### config.mk
export PLATFORM = sky130hd
export DESIGN_NAME = dcache_ctrl
export DESIGN_NICKNAME = d
export VERILOG_FILES = /design/src/rtl/dcache_ctrl.sv
export SDC_FILE = /design/constraint.sdc
export NUM_CORES = 1
export LEC_CHECK = 0
export BUFFER_PORTS_ARGS = -buffer_cell sky130_fd_sc_hd__buf_2
export CAP_MARGIN = 20
export CORE_MARGIN = 4
export CORE_UTILIZATION = 60
export CTS_BUF_LIST = sky130_fd_sc_hd__clkbuf_8
export CTS_CLUSTER_DIAMETER = 120
export CTS_CLUSTER_SIZE = 16
export DETAILED_ROUTE_END_ITERATION = 7
export GPL_ROUTABILITY_DRIVEN = 0
export PLACE_DENSITY = 0.84
export SETUP_SLACK_MARGIN = 0.15
export SYNTH_ARGS = -nofsm -noshare
export SYNTH_HDL_FRONTEND = slang
export SYNTH_SLANG_ARGS = --single-unit
### constraint.sdc
create_clock -name clock -period 4.41 [get_ports clock]
set_input_delay 0.6615 -clock clock [delete_from_list [all_inputs] [get_ports clock]]
set_output_delay 0.6615 -clock clock [all_outputs]
set_load 0.01 [all_outputs]
### src/rtl/dcache_ctrl.sv
`default_nettype none
// ============================================================================
// Module   : dcache_ctrl
// Brief    : Direct-mapped data-cache controller. Holds the tag, valid,
//            dirty and data arrays. Feeds an external tag comparator and
//            uses its hit result. Serves hits with no stall. On a miss it
//            writes back a dirty victim block, then fetches the new block.
// Revision : 1.0 - initial release
// ============================================================================
module dcache_ctrl #(
    parameter int TAG_W    = 3,
    parameter int INDEX_W  = 3,
    parameter int OFFSET_W = 2
) (
    input  logic                        clock,
    input  logic                        reset,
    input  logic                        read,
    input  logic                        write,
    input  logic [TAG_W+INDEX_W+OFFSET_W-1:0] address,
    input  logic [7:0]                  writedata,
    output logic [7:0]                  readdata,
    output logic                        busywait,
    output logic [TAG_W-1:0]            cache_tag,
    output logic [TAG_W-1:0]            address_tag,
    output logic                        valid_bit,
    input  logic                        hit,
    output logic                        mem_read,
    output logic                        mem_write,
    output logic [TAG_W+INDEX_W-1:0]    mem_address,
    output logic [31:0]                 mem_writedata,
    input  logic [31:0]                 mem_readdata,
    input  logic                        mem_busywait
);

    localparam int ADDR_W     = TAG_W + INDEX_W + OFFSET_W;
    localparam int NUM_BLOCKS = 2 ** INDEX_W;

    typedef enum logic [1:0] {
        ST_IDLE       = 2'd0,
        ST_WRITE_BACK = 2'd1,
        ST_MEM_READ   = 2'd2
    } state_t;

    state_t                  state_q, state_d;
    logic [NUM_BLOCKS-1:0]   valid_q, valid_d;
    logic [NUM_BLOCKS-1:0]   dirty_q, dirty_d;
    logic [7:0]              readdata_q, readdata_d;
    logic                    mem_read_q, mem_read_d;
    logic                    mem_write_q, mem_write_d;
    logic [TAG_W+INDEX_W-1:0] mem_address_q, mem_address_d;
    logic [31:0]             mem_writedata_q, mem_writedata_d;

    logic [TAG_W-1:0]        tag_mem  [NUM_BLOCKS];
    logic [31:0]             data_mem [NUM_BLOCKS];

    logic [INDEX_W-1:0]      idx;
    logic [OFFSET_W-1:0]     offset;
    logic [TAG_W-1:0]        addr_tag;
    logic [31:0]             blk;
    logic [7:0]              sel_byte;
    logic                    is_wr;
    logic                    is_rd;
    logic                    req;
    logic                    data_we;
    logic                    tag_we;
    logic [31:0]             data_wdata;

    assign idx      = address[OFFSET_W +: INDEX_W];
    assign offset   = address[OFFSET_W-1:0];
    assign addr_tag = address[ADDR_W-1 -: TAG_W];
    assign blk      = data_mem[idx];

    // A simultaneous read and write is resolved as a write
    assign is_wr = write;
    assign is_rd = read & ~write;
    assign req   = read | write;

    // Comparator feed straight from the indexed entry
    assign cache_tag   = tag_mem[idx];
    assign valid_bit   = valid_q[idx];
    assign address_tag = addr_tag;

    // Byte lane select: offset 0 is the least significant byte
    always_comb begin
        sel_byte = blk[7:0];
        case (offset)
            2'd0:    sel_byte = blk[7:0];
            2'd1:    sel_byte = blk[15:8];
            2'd2:    sel_byte = blk[23:16];
            default: sel_byte = blk[31:24];
        endcase
    end

    // Read hits return data in the same cycle; otherwise hold the last byte
    assign readdata = (state_q == ST_IDLE && is_rd && hit) ? sel_byte : readdata_q;

    // Stall on any miss and throughout the memory sequence
    assign busywait = reset & ((state_q != ST_IDLE) | (req & ~hit));

    assign mem_read      = mem_read_q;
    assign mem_write     = mem_write_q;
    assign mem_address   = mem_address_q;
    assign mem_writedata = mem_writedata_q;

    // Next-state, array-update and memory-request decode
    always_comb begin
        state_d         = state_q;
        valid_d         = valid_q;
        dirty_d         = dirty_q;
        readdata_d      = readdata_q;
        mem_read_d      = mem_read_q;
        mem_write_d     = mem_write_q;
        mem_address_d   = mem_address_q;
        mem_writedata_d = mem_writedata_q;
        data_we         = 1'b0;
        tag_we          = 1'b0;
        data_wdata      = blk;

        case (state_q)
            ST_IDLE: begin
                mem_read_d  = 1'b0;
                mem_write_d = 1'b0;
                if (req && hit) begin
                    if (is_wr) begin
                        data_we = 1'b1;
                        for (int i = 0; i < 4; i++) begin
                            if (offset == OFFSET_W'(i))
                                data_wdata[i*8 +: 8] = writedata;
                        end
                        dirty_d[idx] = 1'b1;
                    end else begin
                        readdata_d = sel_byte;
                    end
                end else if (req) begin
                    if (dirty_q[idx]) begin
                        state_d         = ST_WRITE_BACK;
                        mem_write_d     = 1'b1;
                        mem_address_d   = {tag_mem[idx], idx};
                        mem_writedata_d = blk;
                    end else begin
                        state_d       = ST_MEM_READ;
                        mem_read_d    = 1'b1;
                        mem_address_d = {addr_tag, idx};
                    end
                end
            end
            ST_WRITE_BACK: begin
                if (!mem_busywait) begin
                    state_d       = ST_MEM_READ;
                    mem_write_d   = 1'b0;
                    mem_read_d    = 1'b1;
                    mem_address_d = {addr_tag, idx};
                end
            end
            ST_MEM_READ: begin
                if (!mem_busywait) begin
                    state_d      = ST_IDLE;
                    mem_read_d   = 1'b0;
                    data_we      = 1'b1;
                    data_wdata   = mem_readdata;
                    tag_we       = 1'b1;
                    valid_d[idx] = 1'b1;
                    dirty_d[idx] = 1'b0;
                end
            end
            default: begin
                state_d     = ST_IDLE;
                mem_read_d  = 1'b0;
                mem_write_d = 1'b0;
            end
        endcase
    end

    // Controller state; reset aborts any in-flight memory sequence
    always_ff @(posedge clock or negedge reset) begin
        if (!reset) begin
            state_q         <= ST_IDLE;
            valid_q         <= '0;
            dirty_q         <= '0;
            readdata_q      <= '0;
            mem_read_q      <= 1'b0;
            mem_write_q     <= 1'b0;
            mem_address_q   <= '0;
            mem_writedata_q <= '0;
        end else begin
            state_q         <= state_d;
            valid_q         <= valid_d;
            dirty_q         <= dirty_d;
            readdata_q      <= readdata_d;
            mem_read_q      <= mem_read_d;
            mem_write_q     <= mem_write_d;
            mem_address_q   <= mem_address_d;
            mem_writedata_q <= mem_writedata_d;
        end
    end

    // Tag and data storage; not cleared, and frozen while reset is held
    always_ff @(posedge clock) begin
        if (reset && data_we)
            data_mem[idx] <= data_wdata;
        if (reset && tag_we)
            tag_mem[idx] <= addr_tag;
    end

endmodule
`default_nettype wire

==> results.md, run 1 <==
- Critical-path cell with the highest stage delay: buf_4
- Clk buf depth: 3
- Reg power frac: 57.4%
- Worst path max stage delay: 480 ps
- Slew headroom: 22.6%
- FP Rows: 56
- Worst path most repeated cell: mux2i_1
- Syn avg cell area: 16.4 um2
- Worst skew pair latency: 580 ps
- Nets: 1032
- DRT antenna net count: 0
- Crit share post-route: 84.5%
- Yosys reg bits: 346
- Via Count: 8614
- Die area: 26300 um2
- Comb power frac: 22.6%
- Vias per cell: 6.55
- Peak VDD IR: 0.330 mV
- Layout cells sized above 1: 25.2%
- Core ar.: 23400 um2
- Initial core utilization: 60.9%
- Min setup slack post-route: 682 ps
- Status: finished, final reports clean
- CTS Buf Count: 25
- Crit path capture type: primary output
- Final Max Tran Viols: 0
- Psw: 2.28 mW
- Post-synthesis cell type count: 54
- Chip Height: 162 um
- GR Util All Layers: 26.3%
- Critical path required time: 3750 ps
- Power per cell area: 484 nW/um2
- Synthesized area: 14200 um2
- DRC viols: 0
- I/O pins: 110
- FF-to-FF setup slack: 1110 ps
- Switching Share: 30.2%
- Final setup viols: 0
- CP Max Fanout: 47
- CTS tree: done
- Tmin final: 3730 ps
- Final WL: 34.1 mm
- Ant. Diodes: 0
- Asr flop ratio synth: 19.1%
- RSZ-0062 raised after global routing: false
- Initial DRC count: 1099
- CP arrival: 3070 ps
- Warnings, synthesis: 0
- Worst Hold Class: in -> async
- Clock slew seen by the registers of the worst setup and hold paths: 110 ps
- First-pass GRT wire length: 52.0 mm
- Post-synthesis instance total: 867
- Initial antenna violation count: 0
- WL/cell: 25.9 um
- Final Hold Fails: 0
- Clk network pwr share: 20.0%
- Die Wd: 162 um
- Cts repair resizes: 0
- Area Growth Syn to Fin: 9.67%
- Grt ovf: 0
- Max-cap violations: 0
- Placement Setup Slack: 755 ps
- Root Buffer Master: clkbuf_8
- Setup crit start kind: input pin
- Critical path class: in -> out
- TritonRoute pass-1 iters: 6
- Number of flops mapped to enable cells by yosys: 280
- H-tree depth: 1
- Post-DP HPWL: 21.7 mm
- Main synth FF type: edfxtp_1
- Hold slack: 24.9 ps
- Skew final: 22.6 ps
- Family with the most delay on the worst path: buffers and inverters
- Fmax: 0.268 GHz
- Sequential share of the synthesized area: 70.6%
- Vias in the first global route: 8649
- Sink Count: 346
- Total power: 7.56 mW
- Syn nets: 921
- WP buf/inv: 3
- Internal power: 5.28 mW
- Total setup buffers inserted after CTS: 0
- CTS Hold Buffers Added: 0
- Worst Tran Pin Value: 1150 ps
- CP Cell Sequence: buf_4, buf_12, mux4_2, mux2i_1, mux2i_1, a22oi_1, o21ai_0, buf_2
- Largest net degree at the start of global routing: 57
- LEAKAGE: 5.55 nW
- I/O Buffers: 109
==> cell usage after synthesis, types with 2 or more instances <==
master / count / area [um2]
edfxtp_1: 280 / 8410
dfrtp_1: 66 / 1650
nor2_1: 55 / 206
mux4_2: 54 / 1220
mux2i_1: 52 / 521
o21ai_0: 50 / 250
a21oi_1: 41 / 205
a22oi_1: 40 / 300
nand2_1: 35 / 131
clkbuf_1: 20 / 75.1
buf_2: 18 / 90.1
inv_1: 12 / 45.0
nand3_1: 11 / 55.1
a221oi_1: 10 / 87.6
a31oi_1: 9 / 56.3
nor3_1: 9 / 45.0
buf_4: 8 / 60.1
mux2_2: 8 / 90.1
nor2b_1: 8 / 50.1
a221o_1: 7 / 70.1
buf_6: 7 / 78.8
nand2b_1: 6 / 37.5
a21o_1: 5 / 37.5
o211ai_1: 5 / 37.5
or2_2: 5 / 31.3
a211oi_1: 4 / 30.0
and3_1: 4 / 25.0
a31o_2: 3 / 26.3
a22o_1: 2 / 17.5
a32o_1: 2 / 20.0
and2_1: 2 / 12.5
buf_1: 2 / 7.51
buf_12: 2 / 40.0
nand4_1: 2 / 12.5
o21bai_1: 2 / 15.0
o2bb2ai_1: 2 / 17.5
o31ai_1: 2 / 15.0
==> routing by layer <==
metal	up-vias	wire length [um]	GRT usage [%]	part of all wire (%)
met5	-	0	0	0
met4	0	973	6.96	2.9
met3	73	3980	3.70	12
met2	580	16400	43.1	48
met1	4315	12700	38.2	37
li1	3646	-	-	-
==> placed cells by master (no fill, tap or decap), types with 3 or more instances in the layout <==
cell      Yosys  layout
nand2b_1      6       6
mux2_2        8       8
a221oi_1     10      10
nor3_1        9       4
or2_2         5       5
o21ai_0      50      50
nor3_2        1       6
nor2b_1       8       8
mux4_2       54      54
nor2_4        0       4
edfxtp_1    280     280
a31oi_1       9       9
buf_12        2       4
a22oi_1      40      40
mux2i_1      52      52
o211ai_1      5       5
a221o_1       7       7
buf_4         8      31
nand2_1      35      35
a31o_2        3       3
nand3_1      11      11
nor2_1       55      51
inv_1        12      31
a21oi_1      41      41
and3_1        4       4
a211oi_1      4       4
a21o_1        5       5
buf_2        18     106
dfrtp_1      66      66
clkbuf_8      0      25
==> power by group through the flow <==
| stage | Sequential [mW] | Clock, mW | Combinational [mW] |
|---|---|---|---|
| after floorplan | 4.43 | 0 | 0.972 |
| after global placement | 4.39 | 0 | 1.64 |
| after detailed placement | 4.41 | 0 | 1.70 |
| after CTS | 4.34 | 1.53 | 1.70 |
| after global routing | 4.38 | 1.67 | 1.87 |
| final | 4.34 | 1.52 | 1.71 |
==> worst paths after layout <==
check	startpoint	end	cells after the start
max in group asynchronous	reset	mem_writedata[22]	2
worst min register to register	valid_q[7]	valid_q[7]	1
worst max register to register	state_q[0]	data_mem[7][2]	5
min in group clock	mem_busywait	state_q[1]	2
worst max-delay path	address[3]	readdata[5]	8
worst min-delay path	reset	mem_writedata[19]	1
==> worst register-to-register path: stages (launching register included) <==
cell     delay (ps)
dfrtp_1         500
nor2_1          330
nand3_1         290
nor3_2          940
or2_2           490
o21ai_0         400
==> state kept, by name (all words and copies together) (netlist names), named ones only <==
| register | cells |
|---|---|
| data_mem | 256 |
| mem_address | 6 |
| tag_mem | 24 |
| state_q | 2 |
| mem_read | 1 |
| mem_write | 1 |
| valid_q | 8 |
| mem_writedata | 32 |
| readdata_q | 8 |
==> layout make-up <==
type	count	area, um2
sequential	346	10100
multi-input combinational	451	3840
clock buffer	25	344
timing repair buffer	141	843
fill	1577	7780
tap	319	399
inverter	13	48.8
clock inverter	21	87.6
==> through the flow <==
stage / instances / area, um2 / setup TNS, ps / utilization [%]
after floorplan: 867 / 14200 / -8480 / -
after global placement: 1270 / 15200 / 0 / 64.9
after detailed placement: 1270 / 15200 / 0 / 64.9
after CTS: 1316 / 15600 / 0 / 66.8
after global routing: 1316 / 15600 / 0 / 66.8
final: 1316 / 15600 / 0 / 66.8
==> logic make-up after synthesis <==
family / count (synthesis) / share of synthesized area (%)
flip-flops: 346 / 70.6
multiplexers: 116 / 13.1
AO/OA/AOI/OAI: 192 / 8.79
buffers and inverters: 70 / 2.81
AND/OR/NAND/NOR: 143 / 4.72
Note: power is estimated with default switching activity, not from simulation.
==> run 2, diff against run 1 <==
==> constraint.sdc (replaced) <==
create_clock -name clock -period 3.7 [get_ports clock]
set_input_delay 0.555 -clock clock [delete_from_list [all_inputs] [get_ports clock]]
set_output_delay 0.555 -clock clock [all_outputs]
set_load 0.01 [all_outputs]
==> results.md, run 2 (synthesized netlist as in run 1, its figures left out) <==
- Hold Crit Depth: 2
- DRC viols: 0
- Clk buf depth: 3
- Post-DP HPWL: 21.7 mm
- Crit path capture type: primary output
- Layout cells sized above 1: 26.7%
- Initial antenna violation count: 0
- I/O pins: 110
- Multi-input logic area: 3850 um2
- Max-cap violations: 0
- FF-to-FF End: data_mem[1][18]
- R2R Path Start: state_q[0]
- I/O Buffers: 109
- Largest net degree at the start of global routing: 59
- Grt ovf: 0
- Worst skew pair latency: 570 ps
- Vias in the first global route: 8575
- Root Buffer Master: clkbuf_8
- FF-to-FF setup slack: 890 ps
- First-pass GRT wire length: 51.6 mm
- Vias per cell: 6.47
- Initial core utilization: 60.9%
- Worst r2r path cells: 6
- RSZ-0062 raised after global routing: true
- Crit share post-route: 92.2%
- Most frequent cells in the layout: edfxtp_1, buf_2, dfrtp_1
- Nets: 1052
- Chip Height: 162 um
- Dpl cells: 1289
- Area Growth Syn to Fin: 11.0%
- Final Hold Fails: 0
- Critical path required time: 3140 ps
- Core ar.: 23400 um2
- Min setup slack post-route: 287 ps
- FP Rows: 56
- Setup crit start kind: flop
- WL/cell: 25.6 um
- Critical path class: reg -> out
- Clock slew seen by the registers of the worst setup and hold paths: 100 ps
- Placement Setup Slack: 248 ps
- Fin cells: 1335
- Die Wd: 162 um
- Total setup buffers inserted after CTS: 0
- Hold Crit Endpoint: state_q[1]
- Slew headroom: 30.3%
- H-tree depth: 1
- Worst Hold Class: in -> reg
- Most common cell after layout, fill and taps aside: edfxtp_1
- Via Count: 8642
- Fmax: 0.293 GHz
- DRT antenna net count: 0
- Final WL: 34.2 mm
- Register area: 10100 um2
- Sink Count: 346
- Hold Crit Start: mem_busywait
- Max reg flops: 256
- Power per cell area: 573 nW/um2
- CTS Buf Count: 25
- Status: finished, final reports clean
- LEAKAGE: 5.65 nW
- CP Max Fanout: 8
- Hold slack: 272 ps
- CP arrival: 2860 ps
- Final setup viols: 0
- Die area: 26300 um2
- TritonRoute pass-1 iters: 5
- Top reg by flops: data_mem
- Initial DRC count: 1136
- Worst Tran Pin Value: 1040 ps
- Total power: 9.07 mW
- Final Max Tran Viols: 0
- CTS tree: done
- Peak VDD IR: 0.463 mV
- GR Util All Layers: 26.0%
- Ant. Diodes: 0
- Filler cell count: 1609
- Tmin final: 3410 ps
- Skew final: 25.8 ps
==> run 2: cell types whose count changed in the layout (fill, tap and decap cells not counted) <==
cell | previous run | this run
buf_12 | 4 | 6
buf_4 | 31 | 47
buf_6 | 0 | 1
dlygate4sd3_1 | 0 | 1
inv_1 | 31 | 30
nand3_1 | 11 | 10
nand3_2 | 0 | 1
==> run 2: metrics by stage <==
stage / TNS [ps] / utilization, % / area (um2)
after CTS: 0 / 67.5 / 15800
after global routing: 0 / 67.6 / 15800
after global placement: 0 / 65.6 / 15400
after floorplan: -85730 / - / 14300
after detailed placement: 0 / 65.6 / 15400
final: 0 / 67.6 / 15800
==> run 2: what timing repair did <==
| action | CTS | global route |
|---|---|---|
| hold buffers | 1 | 0 |
| resized for setup | 0 | 2 |
| endpoints found under the hold margin | 8 | 0 |
| endpoints found under the setup margin | 0 | 4 |
==> run 2: final cells by class <==
type,count,share of cell area (%)
Clock buffer,25,2.18
Sequential cell,346,63.6
Inverter,13,0.309
Multi-Input combinational cell,451,24.3
Clock inverter,20,0.530
Tap cell,319,2.52
Timing Repair Buffer,161,6.48
==> run 2: worst max path at each step <==
stage          cells past startpoint        endpoint  startpoint  slack (ps)
6_report                           6     readdata[6]  state_q[0]         290
5_1_grt                            6     readdata[6]  state_q[0]         100
4_1_cts                            8     readdata[5]  address[2]         250
3_5_place_dp                       8     readdata[5]  address[2]         250
3_3_place_gp                       8     readdata[0]  address[2]         300
2_1_floorplan                      8  data_mem[1][0]  address[3]        -670
==> run 2: critical path: stages (launching register included) <==
cell     delay, ps
dfrtp_1        500
nor2_1         420
nand4_1        470
or3_1          470
o21ai_0        120
a221o_1        160
buf_2          130
==> run 2: power breakdown <==
part           internal [mW]  switching (mW)
Clock                  0.639            1.17
Combinational          0.774            1.32
Sequential              4.92           0.240
Total                   6.33            2.73
==> run 2: routing by layer <==
metal  track usage (%)  routed length [um]
met5                 0                   0
met4              8.50                1080
met3              4.29                3660
met2              41.2               16500
met1              37.7               12900
